===== src/rtl/cute_pkg.sv =====
// Shared definitions for the cute core and its program feeder.
//   WORD_W        : width of instruction/immediate/bus words
//   OP_*          : 3-bit opcodes found in word[8:6]
//   feeder_state_t: sequencer states of cute_prog_feeder
package cute_pkg;

  localparam int WORD_W = 9;

  // Opcodes decoded by the core; only OP_MVI matters to the feeder because
  // it is the one instruction followed by an immediate word.
  localparam logic [2:0] OP_MV  = 3'b000;
  localparam logic [2:0] OP_MVI = 3'b001;
  localparam logic [2:0] OP_ADD = 3'b010;
  localparam logic [2:0] OP_SUB = 3'b011;

  typedef enum logic [2:0] {
    IDLE  = 3'd0,
    ISSUE = 3'd1,
    IMM   = 3'd2,
    WAIT  = 3'd3,
    NEXT  = 3'd4
  } feeder_state_t;

endpackage


===== src/rtl/cute_prog_mem.sv =====
// Program store for the feeder: DEPTH x WORD_W register file, no reset.
//   clk     : write clock
//   we      : write strobe
//   waddr   : write address
//   wdata   : write data
//   raddr_a : read port A address (current pc)
//   rdata_a : read port A data, combinational
//   raddr_b : read port B address (pc + 1, immediate word)
//   rdata_b : read port B data, combinational
module cute_prog_mem
  import cute_pkg::*;
#(
  parameter int DEPTH  = 16,
  parameter int ADDR_W = 4
) (
  input  logic              clk,
  input  logic              we,
  input  logic [ADDR_W-1:0] waddr,
  input  logic [WORD_W-1:0] wdata,
  input  logic [ADDR_W-1:0] raddr_a,
  output logic [WORD_W-1:0] rdata_a,
  input  logic [ADDR_W-1:0] raddr_b,
  output logic [WORD_W-1:0] rdata_b
);

  logic [WORD_W-1:0] mem_reg [DEPTH];

  // Both read ports are combinational, so the store is a plain register
  // file rather than a block RAM; each word decodes its own write enable.
  for (genvar gi = 0; gi < DEPTH; gi++) begin : g_word
    always_ff @(posedge clk) begin
      if (we && (waddr == ADDR_W'(gi))) begin
        mem_reg[gi] <= wdata;
      end
    end
  end

  assign rdata_a = mem_reg[raddr_a];
  assign rdata_b = mem_reg[raddr_b];

endmodule


===== src/rtl/cute_prog_feeder.sv =====
// Program sequencer driving the cute core's DIN/Run/done handshake.
//   clk, Resetn : clock (rising edge) and async active-low reset
//   ld_en/ld_addr/ld_data : program-store write port (IDLE only)
//   prog_len    : number of words to execute, sampled on start
//   start       : begin execution at address 0 (IDLE only)
//   done/jmp/bus: completion, taken-jump flag and jump target from the core
//   DIN         : word presented to the core
//   Run         : one-cycle instruction-start strobe
//   busy        : high outside IDLE
//   finished    : one-cycle pulse on normal completion
//   err         : sticky timeout flag, cleared by start
//   pc          : current program address
module cute_prog_feeder
  import cute_pkg::*;
#(
  parameter int         DEPTH   = 16,
  parameter int         ADDR_W  = 4,
  parameter int         TIMEOUT = 15,
  parameter logic [2:0] MVI_OP  = OP_MVI
) (
  input  logic              clk,
  input  logic              Resetn,
  input  logic              ld_en,
  input  logic [ADDR_W-1:0] ld_addr,
  input  logic [WORD_W-1:0] ld_data,
  input  logic [ADDR_W:0]   prog_len,
  input  logic              start,
  input  logic              done,
  input  logic              jmp,
  input  logic [WORD_W-1:0] bus,
  output logic [WORD_W-1:0] DIN,
  output logic              Run,
  output logic              busy,
  output logic              finished,
  output logic              err,
  output logic [ADDR_W-1:0] pc
);

  localparam int CNT_W = $clog2(TIMEOUT + 1);

  feeder_state_t     state_reg, state_next;
  logic [ADDR_W-1:0] pc_reg, pc_next;
  logic [ADDR_W:0]   len_reg, len_next;
  // One bit wider than prog_len: an MVI as the last word may push the
  // executed count one past the maximum length.
  logic [ADDR_W+1:0] exec_reg, exec_next, exec_inc;
  logic [CNT_W-1:0]  cnt_reg, cnt_next;
  logic              imm_reg, imm_next;
  logic              err_reg, err_next;
  logic              zfin_reg, zfin_next;
  logic [WORD_W-1:0] din_reg, din_next;
  logic              fin_now;
  logic              mem_we;
  logic [WORD_W-1:0] word_cur, word_imm;
  logic              unused_bus;

  assign unused_bus = ^bus[WORD_W-1:ADDR_W];
  assign mem_we     = ld_en && (state_reg == IDLE);

  cute_prog_mem #(
    .DEPTH  (DEPTH),
    .ADDR_W (ADDR_W)
  ) u_mem (
    .clk     (clk),
    .we      (mem_we),
    .waddr   (ld_addr),
    .wdata   (ld_data),
    .raddr_a (pc_reg),
    .rdata_a (word_cur),
    .raddr_b (pc_reg + ADDR_W'(1)),
    .rdata_b (word_imm)
  );

  always_ff @(posedge clk or negedge Resetn) begin
    if (!Resetn) begin
      state_reg <= IDLE;
      pc_reg    <= '0;
      len_reg   <= '0;
      exec_reg  <= '0;
      cnt_reg   <= '0;
      imm_reg   <= 1'b0;
      err_reg   <= 1'b0;
      zfin_reg  <= 1'b0;
      din_reg   <= '0;
    end else begin
      state_reg <= state_next;
      pc_reg    <= pc_next;
      len_reg   <= len_next;
      exec_reg  <= exec_next;
      cnt_reg   <= cnt_next;
      imm_reg   <= imm_next;
      err_reg   <= err_next;
      zfin_reg  <= zfin_next;
      din_reg   <= din_next;
    end
  end

  assign exec_inc = exec_reg + (ADDR_W+2)'(1) + (ADDR_W+2)'(imm_reg);

  always_comb begin
    state_next = state_reg;
    pc_next    = pc_reg;
    len_next   = len_reg;
    exec_next  = exec_reg;
    cnt_next   = cnt_reg;
    imm_next   = imm_reg;
    err_next   = err_reg;
    zfin_next  = 1'b0;
    din_next   = din_reg;
    fin_now    = 1'b0;

    case (state_reg)
      IDLE: begin
        if (start) begin
          pc_next   = '0;
          len_next  = prog_len;
          exec_next = '0;
          cnt_next  = '0;
          imm_next  = 1'b0;
          err_next  = 1'b0;
          // An empty program completes without ever touching the core.
          if (prog_len == '0) begin
            zfin_next = 1'b1;
          end else begin
            state_next = ISSUE;
          end
        end
      end

      ISSUE: begin
        din_next   = word_cur;
        state_next = (word_cur[WORD_W-1:WORD_W-3] == MVI_OP) ? IMM : WAIT;
      end

      IMM: begin
        din_next   = word_imm;
        imm_next   = 1'b1;
        state_next = WAIT;
      end

      WAIT: begin
        if (done) begin
          pc_next    = jmp ? bus[ADDR_W-1:0]
                           : pc_reg + ADDR_W'(1) + ADDR_W'(imm_reg);
          state_next = NEXT;
        end else if (cnt_reg == CNT_W'(TIMEOUT - 1)) begin
          // This is the TIMEOUT-th WAIT cycle without done: give up.
          err_next   = 1'b1;
          cnt_next   = '0;
          imm_next   = 1'b0;
          state_next = IDLE;
        end else begin
          cnt_next = cnt_reg + CNT_W'(1);
        end
      end

      NEXT: begin
        exec_next = exec_inc;
        imm_next  = 1'b0;
        cnt_next  = '0;
        // Taken jumps still consume length, so any loop terminates.
        if (exec_inc >= {1'b0, len_reg}) begin
          fin_now    = 1'b1;
          state_next = IDLE;
        end else begin
          state_next = ISSUE;
        end
      end

      default: state_next = IDLE;
    endcase
  end

  // Run and DIN come straight from the state register so a reset drops
  // them immediately; outside ISSUE/IMM the last presented word is held.
  assign Run      = (state_reg == ISSUE);
  assign DIN      = (state_reg == ISSUE) ? word_cur :
                    (state_reg == IMM)   ? word_imm : din_reg;
  assign busy     = (state_reg != IDLE);
  assign finished = fin_now | zfin_reg;
  assign err      = err_reg;
  assign pc       = pc_reg;

endmodule


===== config.mk =====
export PLATFORM = sky130hd
export DESIGN_NAME = cute_prog_feeder
export DESIGN_NICKNAME = d
export VERILOG_FILES = /design/src/rtl/cute_pkg.sv /design/src/rtl/cute_prog_mem.sv /design/src/rtl/cute_prog_feeder.sv
export SDC_FILE = /design/constraint.sdc
export NUM_CORES = 1
export LEC_CHECK = 0
export CAP_MARGIN = 20
export CORE_AREA = 2 2 144 181
export CTS_BUF_LIST = sky130_fd_sc_hd__clkbuf_8 sky130_fd_sc_hd__clkbuf_16
export CTS_CLUSTER_SIZE = 8
export DETAILED_ROUTE_END_ITERATION = 16
export DIE_AREA = 0 0 146 183
export DONT_BUFFER_PORTS = 1
export GPL_TIMING_DRIVEN = 0
export SETUP_SLACK_MARGIN = 0.05
export SLEW_MARGIN = 25
export SYNTH_ARGS = -nofsm -noshare
export SYNTH_HDL_FRONTEND = slang
export SYNTH_SLANG_ARGS = --single-unit

===== constraint.sdc =====
create_clock -name clk -period 2.8 [get_ports clk]
set_input_delay 0.14 -clock clk [delete_from_list [all_inputs] [get_ports clk]]
set_output_delay 0.14 -clock clk [all_outputs]
set_load 0.005 [all_outputs]

---- Word level (Yosys, flattened, before mapping) ----
Memory sizes are Yosys's and may differ from the RTL's.
Cells that the tools add are included.
storage, ports and cells
  flip-flop bits (word level) ............. 34
  bits in writable memories ............... 144
  bits of input ports ..................... 33
  memories ................................ 1
memory list
  memory         depth  bits a word  read ports  clocked after Yosys merged registers in  write ports  line                 RTL
  u_mem.mem_reg  16     9            2           0                                        1            cute_prog_mem.sv:26  logic [WORD_W-1:0] mem_reg [DEPTH];
cells by class
  $add $sub $neg .......................... 5
  order comparisons ....................... 1
  equal/unequal tests ..................... 27
  multiplexer cells ....................... 108
  bitwise operators ....................... 1
  reduce and logical (&&, ||, !) cells .... 48
operators with widths
  operator             number
  $mux 9               17
  $reduce_or 9->1      15
  $mux 4               20
  $mux 1               59
  $eq 4x4->1 const B   9
  $pmux 9 s2           1
  $logic_and 1x1->1    17
  $eq 4x3->1 const B   4
  $pmux 3 s5           1
  $mux 3               4
  $pmux 4 s3           1
  $pmux 6 s2           1
  $ne 2x2->1 const B   5
  $reduce_and 3->1     3
  $add 4x1->4 const B  2
  $eq 4x2->1 const B   2
  $pmux 4 s2           1
  $reduce_and 4->1     2
  $add 6x1->6          1
  $add 6x1->6 const B  1
  $eq 3x1->1 const B   2
  $eq 3x2->1 const B   2
  $ge 6x5->1           1
  $mux 6               1
  other kinds (14)     18

---- Logic depth before layout (Yosys ltp) ----
Gate-level depths: netlist of run 1.
  word-level depth ........................ 21
  gate-level depth with buffers ........... 11

---- Modules after synthesis ----
Synthesis of run 1 repeated with hierarchy kept, for this count alone.
second synthesis, totals
  cells, all modules ...................... 580
  area total of the unflattened synthesis .. 8949.8 µm²
by module, submodules not included
  module            instances  cells an instance  area an instance (µm²)  sequential area each (µm²)
  cute_prog_mem     1          323                6772.7                  4324.1
  cute_prog_feeder  1          257                2177.1                  850.8

---- Worst setup path before layout of run 1 ----
No wires, ideal clock.
  path type ............................... reg-to-output
  start ................................... register pc_reg[0] (netlist: pc[0])
  end ..................................... output DIN[7]
  arrival time ............................ 2.378 ns
  path slack .............................. 0.282 ns
  stages on the path, launching flop included .. 8
  buffers on the path ..................... 2
  cell sequence ........................... dfrtp_1 ha_1 buf_2 buf_1 mux4_2 mux4_2 a22oi_1 nand2_1
on the way
  longest elaborated chain between the ends .. 4
ends and longest elaborated chain
  element                 line                     RTL
  start, declared         cute_prog_feeder.sv:42   logic [ADDR_W-1:0] pc_reg, pc_next;
  start signal, assigned  cute_prog_feeder.sv:87   pc_reg <= pc_next;
  $add 4x1->4             cute_prog_feeder.sv:70   .raddr_b (pc_reg + ADDR_W'(1)),
  $mem_v2 16x9 *          --
  $mux 9                  cute_prog_feeder.sv:178  (state_reg == IMM) ? word_imm : din_reg;
  $mux 9 *                cute_prog_feeder.sv:177  assign DIN = (state_reg == ISSUE) ? word_cur :
  end, declared           cute_prog_feeder.sv:31   output logic [WORD_W-1:0] DIN,
Every way passes the cells marked *; elsewhere a longest branch is shown, timed or not.

---- Worst setup path after layout of run 1 ----
  start ................................... register pc_reg[1] (netlist: pc[1])
  end ..................................... output DIN[5]
Same word-level chain as after synthesis.

==> metrics.yaml, run 1 <==
grt:
  grt.total_usage_pct: 17.9
  first_global_vias: 5621
  grt_pass1_wl_mm: 34.9
  grt_max_degree: 35
  grt_overflow: 0
  antenna_found_initial: 0
place:
  port_buffers: 0
  placed_cells: 846
  post-dp-hpwl_mm: 15.3
  post-place-ws_ns: -0.536
  place.gp.congestion: 0.843
synth:
  syn_nets: 552
  syn_area_sq_mm: 0.00862
  synth_seq_cells: 178
  synth-main-ff-cell: "edfxtp_1"
  ys_warn_count: 0
  async_flop_share_pct: 19.1
  synth_edf_count: 144
  ys_seq_area_share_pct: 60.0
  ys_types: 49
  syn-instance-count: 507
  syn_area_per_cell_sq_um: 17.0
worst_setup_path:
  crit_fanout: 7
  arrival_ns: 2.77
  critical_path_class: "reg2out"
  worst_ep_required_time_ns: 2.66
  critPathLaunchType: "flop"
  cp-end-kind: "output port"
sta:
  slew_headroom_pct: 42.5
  worstMarginPinSlew_ns: 0.862
  setup_viol: 8
  hold_violations: 0
  fin_crit_sh_pct: 104
  maxSlewViolCount: 0
  fmax_mhz: 343
  finalClockSkew_ns: 0.00813
  period_needed_ns: 2.91
  rsz0062_at_grt: "yes"
  timing.final.ws_setup_ns: -0.113
clock_tree:
  cts_buffers: 17
  clkTransAtPathRegs_ns: 0.07
  clock_sinks: 178
  h-tree-depth: 4
  cts_root_buffer: "clkbuf_16"
  clk_path_buf_depth: 2
  clk_latency_ns: 0.43
  cts_tree: "yes"
drt:
  vias: 5337
  wl_per_cell_microns: 25.6
  drc_errors: 0
  drtIter0Drc: 743
  via_per_inst: 5.83
  postRouteAntennaNets: 0
  dr.pass1.iters: 5
  wl_mm: 23.4
floorplan:
  dieArea_sq_mm: 0.0267
  fp-row-count: 65
  start_util_pct: 34.4
  core_area_sq_mm: 0.0250
  die_w_microns: 146
  die_y_microns: 183
  io_pins: 50
cells_and_area:
  nets: 613
  multi_input_area_sq_mm: 0.00341
  seqCellArea_sq_mm: 0.00518
  area_growth_pct: 20.6
  diodes: 0
  fin_util_pct: 41.5
  drive_gt1_share_pct: 34.9
  final_cells: 916
  largest_reg_flops: 144
  num-fill-cells: 2253
outcome:
  status: "complete, but fails checks"
  violations: "setup timing"
flow_run:
  maxCapViolCount: 0
pwr:
  ir_drop_mv: 0.575
  leakagePower_nw: 3.47
  power_density_mw_per_mm2: 991
min_path:
  worstHoldPathType: "in2reg"
[cells by family (layout without fill, tap and decap cells)]
family | count (synthesis) | after routing | share of synthesized area, %
adders and majority gates | 12 | 12 | 1.74
DFF | 178 | 178 | 60.0
and+or+nand+nor | 106 | 106 | 5.62
AOI/OAI and AO/OA | 63 | 63 | 5.05
muxes | 95 | 95 | 23.9
buffers and inverters | 44 | 118 | 2.61
xor gates and xnor gates | 9 | 9 | 1.00
[power by group]
group	internal, mW	total [mW]	switching, mW	leakage (nW)
sequential	3.09	3.29	0.197	1.73
combinational	2.30	4.63	2.32	1.45
clock	1.27	2.39	1.12	0.288
total	6.66	10.3	3.64	3.47
[final timing paths]
path / end / startpoint / slack, ns / cells past startpoint
hold reg to reg: din_reg[5] / din_reg[5] / 0.50 / 2
min in group asynchronous: state_reg[0] / Resetn / 0.17 / 2
hold / removal: pc[3] / jmp / 0.06 / 3
max in group asynchronous: pc[0] / Resetn / 2.44 / 2
setup / recovery: DIN[5] / pc[1] / -0.11 / 7
setup reg to reg: din_reg[7] / pc[1] / 0.21 / 9
[Yosys cell counts (2+ instances only)]
| cell type | n | area [sq um] |
|---|---|---|
| buf_1 | 2 | 7.51 |
| mux2i_1 | 3 | 30.0 |
| mux4_2 | 82 | 1850 |
| buf_2 | 11 | 55.1 |
| a21o_1 | 2 | 15.0 |
| inv_1 | 14 | 52.6 |
| mux2_2 | 5 | 56.3 |
| o31ai_1 | 9 | 67.6 |
| a22oi_1 | 4 | 30.0 |
| o21ai_1 | 6 | 30.0 |
| a31oi_1 | 3 | 18.8 |
| buf_4 | 2 | 15.0 |
| a22oi_2 | 6 | 75.1 |
| o21ai_0 | 14 | 70.1 |
| nor3_1 | 8 | 40.0 |
| dfrtp_1 | 34 | 851 |
| edfxtp_1 | 144 | 4320 |
| nand2_1 | 39 | 146 |
| buf_6 | 3 | 33.8 |
| nor2_1 | 24 | 90.1 |
| xnor2_1 | 5 | 43.8 |
| a21boi_0 | 2 | 15.0 |
| nor4_1 | 2 | 12.5 |
| mux4_1 | 5 | 131 |
| ha_1 | 12 | 150 |
| clkbuf_1 | 11 | 41.3 |
| nor2b_1 | 5 | 31.3 |
| xor2_1 | 3 | 26.3 |
| or3_1 | 2 | 12.5 |
| a21oi_1 | 9 | 45.0 |
| nand3_1 | 15 | 75.1 |
| nand2b_1 | 4 | 25.0 |
[critical path, cell delays in order, from the launching register on]
cell	delay, ns
dfrtp_2	0.49
ha_4	0.34
buf_12	0.14
buf_12	0.13
mux4_2	0.31
mux4_2	0.50
a22oi_2	0.28
nand2_1	0.13
[per-stage QoR]
| stage | power (mW) | hold WS (ns) | instance area [sq um] | TNS (ns) |
|---|---|---|---|---|
| after global placement | 7.01 | -0.155 | 9040 | -70.68 |
| final | 10.3 | 0.0565 | 10400 | -0.497 |
| after floorplan | 6.05 | -0.156 | 8620 | 0 |
| after detailed placement | 7.12 | -0.155 | 9130 | -28.71 |
| after global routing | 10.8 | 0.0586 | 10400 | -0.898 |
| after CTS | 10.0 | 0.0384 | 10200 | -0.464 |
[cell type report]
type	instances	area share (%)
buffer	30	2.91
clock buffer	17	4.09
clock inverter	15	1.52
inverter	14	0.506
multi-input combinational	285	32.8
sequential	178	49.8
tap	335	4.03
timing repair buffer	42	4.30
[layer usage]
| layer | global-route usage [%] | vias up | share of wire [%] |
|---|---|---|---|
| li1 | - | 2195 | - |
| met1 | 21.3 | 2846 | 38 |
| met2 | 31.4 | 261 | 53 |
| met3 | 4.45 | 35 | 7.1 |
| met4 | 6.95 | 0 | 2.4 |
| met5 | 0 | - | 0 |
[placed cells by master, fill, tap and decap left out, drive strengths merged, types with 15 or more instances in the layout]
cell / count
buf: 36
clkbuf: 30
dfrtp: 34
dlygate4sd3: 23
edfxtp: 144
inv: 26
mux4: 87
nand2: 39
nand3: 15
nor2: 24
o21ai: 20
[what timing repair did]
item	CTS	global route
endpoints found under the setup margin	152	16
pin swaps	6	11
cloned	1	1
buffers inserted	6	6
hold buffers	24	0
endpoints found under the hold margin	203	0
gates resized for setup	54	14
Power figures use the tool's default switching activity.
==> inputs of run 2 (changes only) <==
--- a/config.mk
+++ b/config.mk
@@ -6,11 +6,11 @@
 export NUM_CORES = 1
 export LEC_CHECK = 0
 export CAP_MARGIN = 20
-export CORE_AREA = 2 2 144 181
+export CORE_AREA = 2 2 153 192
 export CTS_BUF_LIST = sky130_fd_sc_hd__clkbuf_8 sky130_fd_sc_hd__clkbuf_16
 export CTS_CLUSTER_SIZE = 8
 export DETAILED_ROUTE_END_ITERATION = 16
-export DIE_AREA = 0 0 146 183
+export DIE_AREA = 0 0 155 194
 export DONT_BUFFER_PORTS = 1
 export GPL_TIMING_DRIVEN = 0
 export SETUP_SLACK_MARGIN = 0.05
==> metrics.yaml, run 2 (synthesis results as in run 1) <==
pwr:
  power_density_mw_per_mm2: 965
  clkPwrFrac_pct: 22.8
  leakagePower_nw: 3.45
  ir_drop_mv: 0.528
  p_sw_share_pct: 35.1
  total_power_mw: 9.98
  p_switching_mw: 3.51
  p_int_mw: 6.48
  seq_power_share_pct: 32.7
  combPwrFrac_pct: 44.5
grt:
  antenna_found_initial: 1
  grt_overflow: 0
  first_global_vias: 5447
  grt_max_degree: 35
  grt.total_usage_pct: 15.3
  grt_pass1_wl_mm: 33.7
clock_tree:
  cts_root_buffer: "clkbuf_16"
  h-tree-depth: 4
  clkTransAtPathRegs_ns: 0.07
  clk_latency_ns: 0.44
  clock_sinks: 178
  cts_tree: "yes"
  clk_path_buf_depth: 2
  cts_buffers: 17
cells_and_area:
  area_growth_pct: 20.0
  drive_gt1_share_pct: 33.8
  final_cells: 938
  final_cell_mix: "144 x edfxtp_1, 82 x mux4_2, 36 x nand2_1"
  largest_reg_flops: 144
  final_common_cell: "edfxtp_1"
  nets: 614
sta:
  finalClockSkew_ns: 0.0106
  fin_crit_sh_pct: 102
  hold_violations: 0
  timing.final.ws_setup_ns: -0.0581
  rsz0062_at_grt: "yes"
  slew_headroom_pct: 43.1
  finalSetupTns_ns: -0.289
  fmax_mhz: 350
  maxSlewViolCount: 0
  worstMarginPinSlew_ns: 0.853
  period_needed_ns: 2.86
  setup_viol: 8
worst_setup_path:
  worst_ep_required_time_ns: 2.66
  arrival_ns: 2.72
  cp-end-kind: "output port"
  critical_path_class: "reg2out"
  critPathLaunchType: "flop"
  crit_fanout: 10
min_path:
  worstHoldPathType: "in2reg"
floorplan:
  fp-row-count: 69
  start_util_pct: 30.5
  dieArea_sq_mm: 0.0301
  io_pins: 50
  die_y_microns: 194
  core_area_sq_mm: 0.0282
  die_w_microns: 155
drt:
  wl_met3_mm: 1.61
  dr.pass1.iters: 5
  wl_met1_mm: 8.49
  routed-wl-met2_mm: 11.6
  wl_mm: 22.1
  postRouteAntennaNets: 0
  wl_per_cell_microns: 23.6
  vias: 5145
  via_per_inst: 5.49
  drc_errors: 0
  top_layer: "met4"
  drtIter0Drc: 555
place:
  placed_cells: 866
  post-dp-hpwl_mm: 15.3
  place.gp.congestion: 0.792
  port_buffers: 0
flow_run:
  maxCapViolCount: 0
outcome:
  violations: "setup timing"
  status: "complete, but fails checks"
-- run 2: cell count changes in the layout (fill, tap and decap cells not counted), moves of 2 or more --
cell      before  now
clkinv_1       0    2
inv_1         12   14
inv_6          8    5
ha_4           4    2
buf_12        10    7
buf_4         20   22
inv_2          2    0
-- run 2: stage by stage --
step                utilization, %  hold WS (ns)  cell area [sq um]  setup slack, ns
floorplan                        -        -0.156               8620            0.282
global placement              32.1        -0.155               9060            -1.23
detailed placement            32.4        -0.155               9150           -0.598
CTS                           36.2        0.0162              10200          -0.0680
global route                  36.7        0.0654              10300           -0.152
finish                        36.7        0.0395              10300          -0.0581
-- run 2: critical path, stage by stage (launching register included) --
cell and delay (ns):
dfrtp_2 0.49, ha_4 0.31, buf_12 0.15, buf_12 0.15
mux4_2 0.30, mux4_2 0.49, a22oi_2 0.25, nand2_1 0.13
-- run 2: timing repair --
action                                  CTS  global route
gates resized for setup                  51            13
hold buffers                             25             0
pin swaps                                 2             8
endpoints found under the hold margin   207             0
endpoints found under the setup margin  150            62
gates cloned                              0             1
buffers inserted                          7             6
-- run 2: routing by layer --
metal / global-route usage [%] / up-vias
li1: - / 2201
met1: 18.4 / 2727
met2: 26.7 / 193
met3: 3.53 / 24
met4: 5.45 / 0
met5: 0 / -
-- run 2: final timing paths --
check	to	slack, ns	depth (start not counted)	startpoint
setup / recovery	DIN[1]	-0.06	7	pc[0]
hold / removal	zfin_reg	0.04	2	start
setup reg to reg	pc[3]	0.24	12	pc[0]
hold reg to reg	din_reg[0]	0.50	2	din_reg[0]
max in group asynchronous	pc[1]	2.44	2	Resetn
min in group asynchronous	exec_reg[1]	0.15	2	Resetn
-- run 2: cell type report --
cell class                 count  area, sq um
antenna                        1         2.50
timing repair buffer          43          415
sequential                   178         5180
fill                        2542        17900
multi-input combinational    285         3400
inverter                      14         52.6
buffer                        30          295
clock buffer                  17          425
tap                          355          444
clock inverter                15          139
-- run 2: power by group through the flow --
stage               Clock [mW]  Sequential (mW)  Combinational, mW
finish                    2.27             3.27               4.44
global route              2.42             3.29               4.76
CTS                       2.31             3.26               4.29
detailed placement           0             3.30               3.81
global placement             0             3.29               3.71
floorplan                    0             3.25               2.80
==> inputs of run 3 (changes only) <==
==> constraint.sdc (replaced) <==
create_clock -name clk -period 3.5 [get_ports clk]
set_input_delay 0.175 -clock clk [delete_from_list [all_inputs] [get_ports clk]]
set_output_delay 0.175 -clock clk [all_outputs]
set_load 0.005 [all_outputs]
==> metrics.yaml, run 3 (synthesis results as in run 1) <==
place:
  port_buffers: 0
  post-dp-hpwl_mm: 15.3
  post-place-ws_ns: 0.0668
  place.gp.congestion: 0.792
cells_and_area:
  final_common_cell: "edfxtp_1"
  largest_reg_flops: 144
  nets: 599
  final_cell_mix: "144 x edfxtp_1, 82 x mux4_2, 39 x nand2_1"
  num-fill-cells: 2577
  area_growth_pct: 15.9
  drive_gt1_share_pct: 29.3
drt:
  drc_errors: 0
  via_per_inst: 5.49
  wl_mm: 21.9
  dr.pass1.iters: 5
  postRouteAntennaNets: 0
  wl_per_cell_microns: 23.7
  vias: 5065
  drtIter0Drc: 502
floorplan:
  die_w_microns: 155
  core_area_sq_mm: 0.0282
  die_y_microns: 194
  dieArea_sq_mm: 0.0301
  fp-row-count: 69
  io_pins: 50
  start_util_pct: 30.5
pwr:
  leakagePower_nw: 3.32
  seq_power_share_pct: 34.7
  p_sw_share_pct: 35.6
  clkPwrFrac_pct: 24.3
  combPwrFrac_pct: 41.1
  ir_drop_mv: 0.404
  power_density_mw_per_mm2: 750
  p_int_mw: 4.83
  total_power_mw: 7.49
  p_switching_mw: 2.66
sta:
  slew_headroom_pct: 35.0
  maxSlewViolCount: 0
  fin_crit_sh_pct: 93.9
  timing.final.ws_setup_ns: 0.214
  finalClockSkew_ns: 0.00876
  fmax_mhz: 304
  worstMarginPinSlew_ns: 0.967
  hold_violations: 0
  period_needed_ns: 3.29
  setup_viol: 0
  rsz0062_at_grt: "no"
worst_setup_path:
  critical_path_class: "reg2out"
  cp-end-kind: "output port"
  arrival_ns: 3.11
  r2r_slack_ns: 0.31
  crit_fanout: 10
  critPathLaunchType: "flop"
  worst_ep_required_time_ns: 3.32
clock_tree:
  h-tree-depth: 4
  clk_path_buf_depth: 2
  cts_tree: "yes"
  cts_root_buffer: "clkbuf_16"
  clock_sinks: 178
  cts_buffers: 17
  clkTransAtPathRegs_ns: 0.07
  clk_latency_ns: 0.43
min_path:
  worstHoldPathType: "in2reg"
grt:
  antenna_found_initial: 1
  grt_max_degree: 35
  grt_pass1_wl_mm: 33.3
  grt.total_usage_pct: 15.2
  grt_overflow: 0
  first_global_vias: 5362
outcome:
  status: "finished, final reports clean"
flow_run:
  maxCapViolCount: 0
-- run 3: cell count changes in the layout (fill, tap and decap cells not counted), moves of 3 or more --
cell / previous run / this run
nand2_1: 36 / 39
nor2_4: 3 / 0
nand2_2: 3 / 0
buf_8: 4 / 0
buf_12: 7 / 2
buf_4: 22 / 7
nor2_2: 9 / 12
buf_2: 2 / 12
ha_1: 9 / 12
nor3_4: 4 / 1
-- run 3: power groups by stage --
stage	registers (mW)	clock network (mW)	logic (mW)
2_1_floorplan	2.60	0	2.24
3_3_place_gp	2.63	0	2.97
3_5_place_dp	2.64	0	3.05
4_1_cts	2.60	1.84	3.12
5_1_grt	2.62	1.93	3.33
6_report	2.60	1.82	3.08
-- run 3: per-stage QoR --
stage | hold WS, ns | cell area (sq um) | std cells | TNS, ns | utilization, %
floorplan | -0.121 | 8620 | 507 | 0 | -
global placement | -0.120 | 9060 | 862 | -13.35 | 32.1
detailed placement | -0.120 | 9150 | 866 | 0 | 32.4
CTS | 0.0146 | 9970 | 922 | 0 | 35.3
global route | 0.0342 | 9990 | 923 | 0 | 35.4
finish | 0.0257 | 9990 | 923 | 0 | 35.4
-- run 3: final timing paths --
kind | cells after the start | start | to
max | 7 | pc[0] | DIN[7]
min | 2 | done | pc[3]
max in group asynchronous | 2 | Resetn | din_reg[3]
max reg2reg | 5 | state_reg[2] | u_mem.mem_reg[3][8]
min in group asynchronous | 2 | Resetn | exec_reg[2]
min reg2reg | 2 | din_reg[4] | din_reg[4]
-- run 3: what timing repair did --
action                     CTS  global route
setup endpoints to repair    8             5
pin swaps                    0             0
buffers inserted             0             0
hold buffers                24             0
hold endpoints to repair   206             0
gates resized for setup      7             3
-- run 3: layer usage --
layer | wire length, microns | share of wire [%] | track usage, %
met5 | 0 | 0 | 0
met4 | 421 | 1.9 | 5.11
met3 | 1330 | 6.1 | 3.71
met2 | 11500 | 53 | 26.6
met1 | 8630 | 39 | 18.2
-- run 3: critical path, stage by stage, from the launching register on --
cell	delay [ns]
dfrtp_1	0.47
ha_1	0.35
clkbuf_4	0.25
buf_4	0.29
mux4_2	0.35
mux4_2	0.48
a22oi_1	0.31
nand2_1	0.16
-- run 3: final cells by class --
cell class              count  area (sq um)  share of cell area, %
diodes                      1          2.50                 0.0251
plain buffers              30           181                   1.82
clock buffers              17           425                   4.26
clock inverters            15           139                   1.39
inverters                  14          52.6                  0.526
multi-input cells         285          3290                   32.9
flip-flops and latches    178          5170                   51.8
well taps                 355           444                   4.45
repair buffers             28           280                   2.81
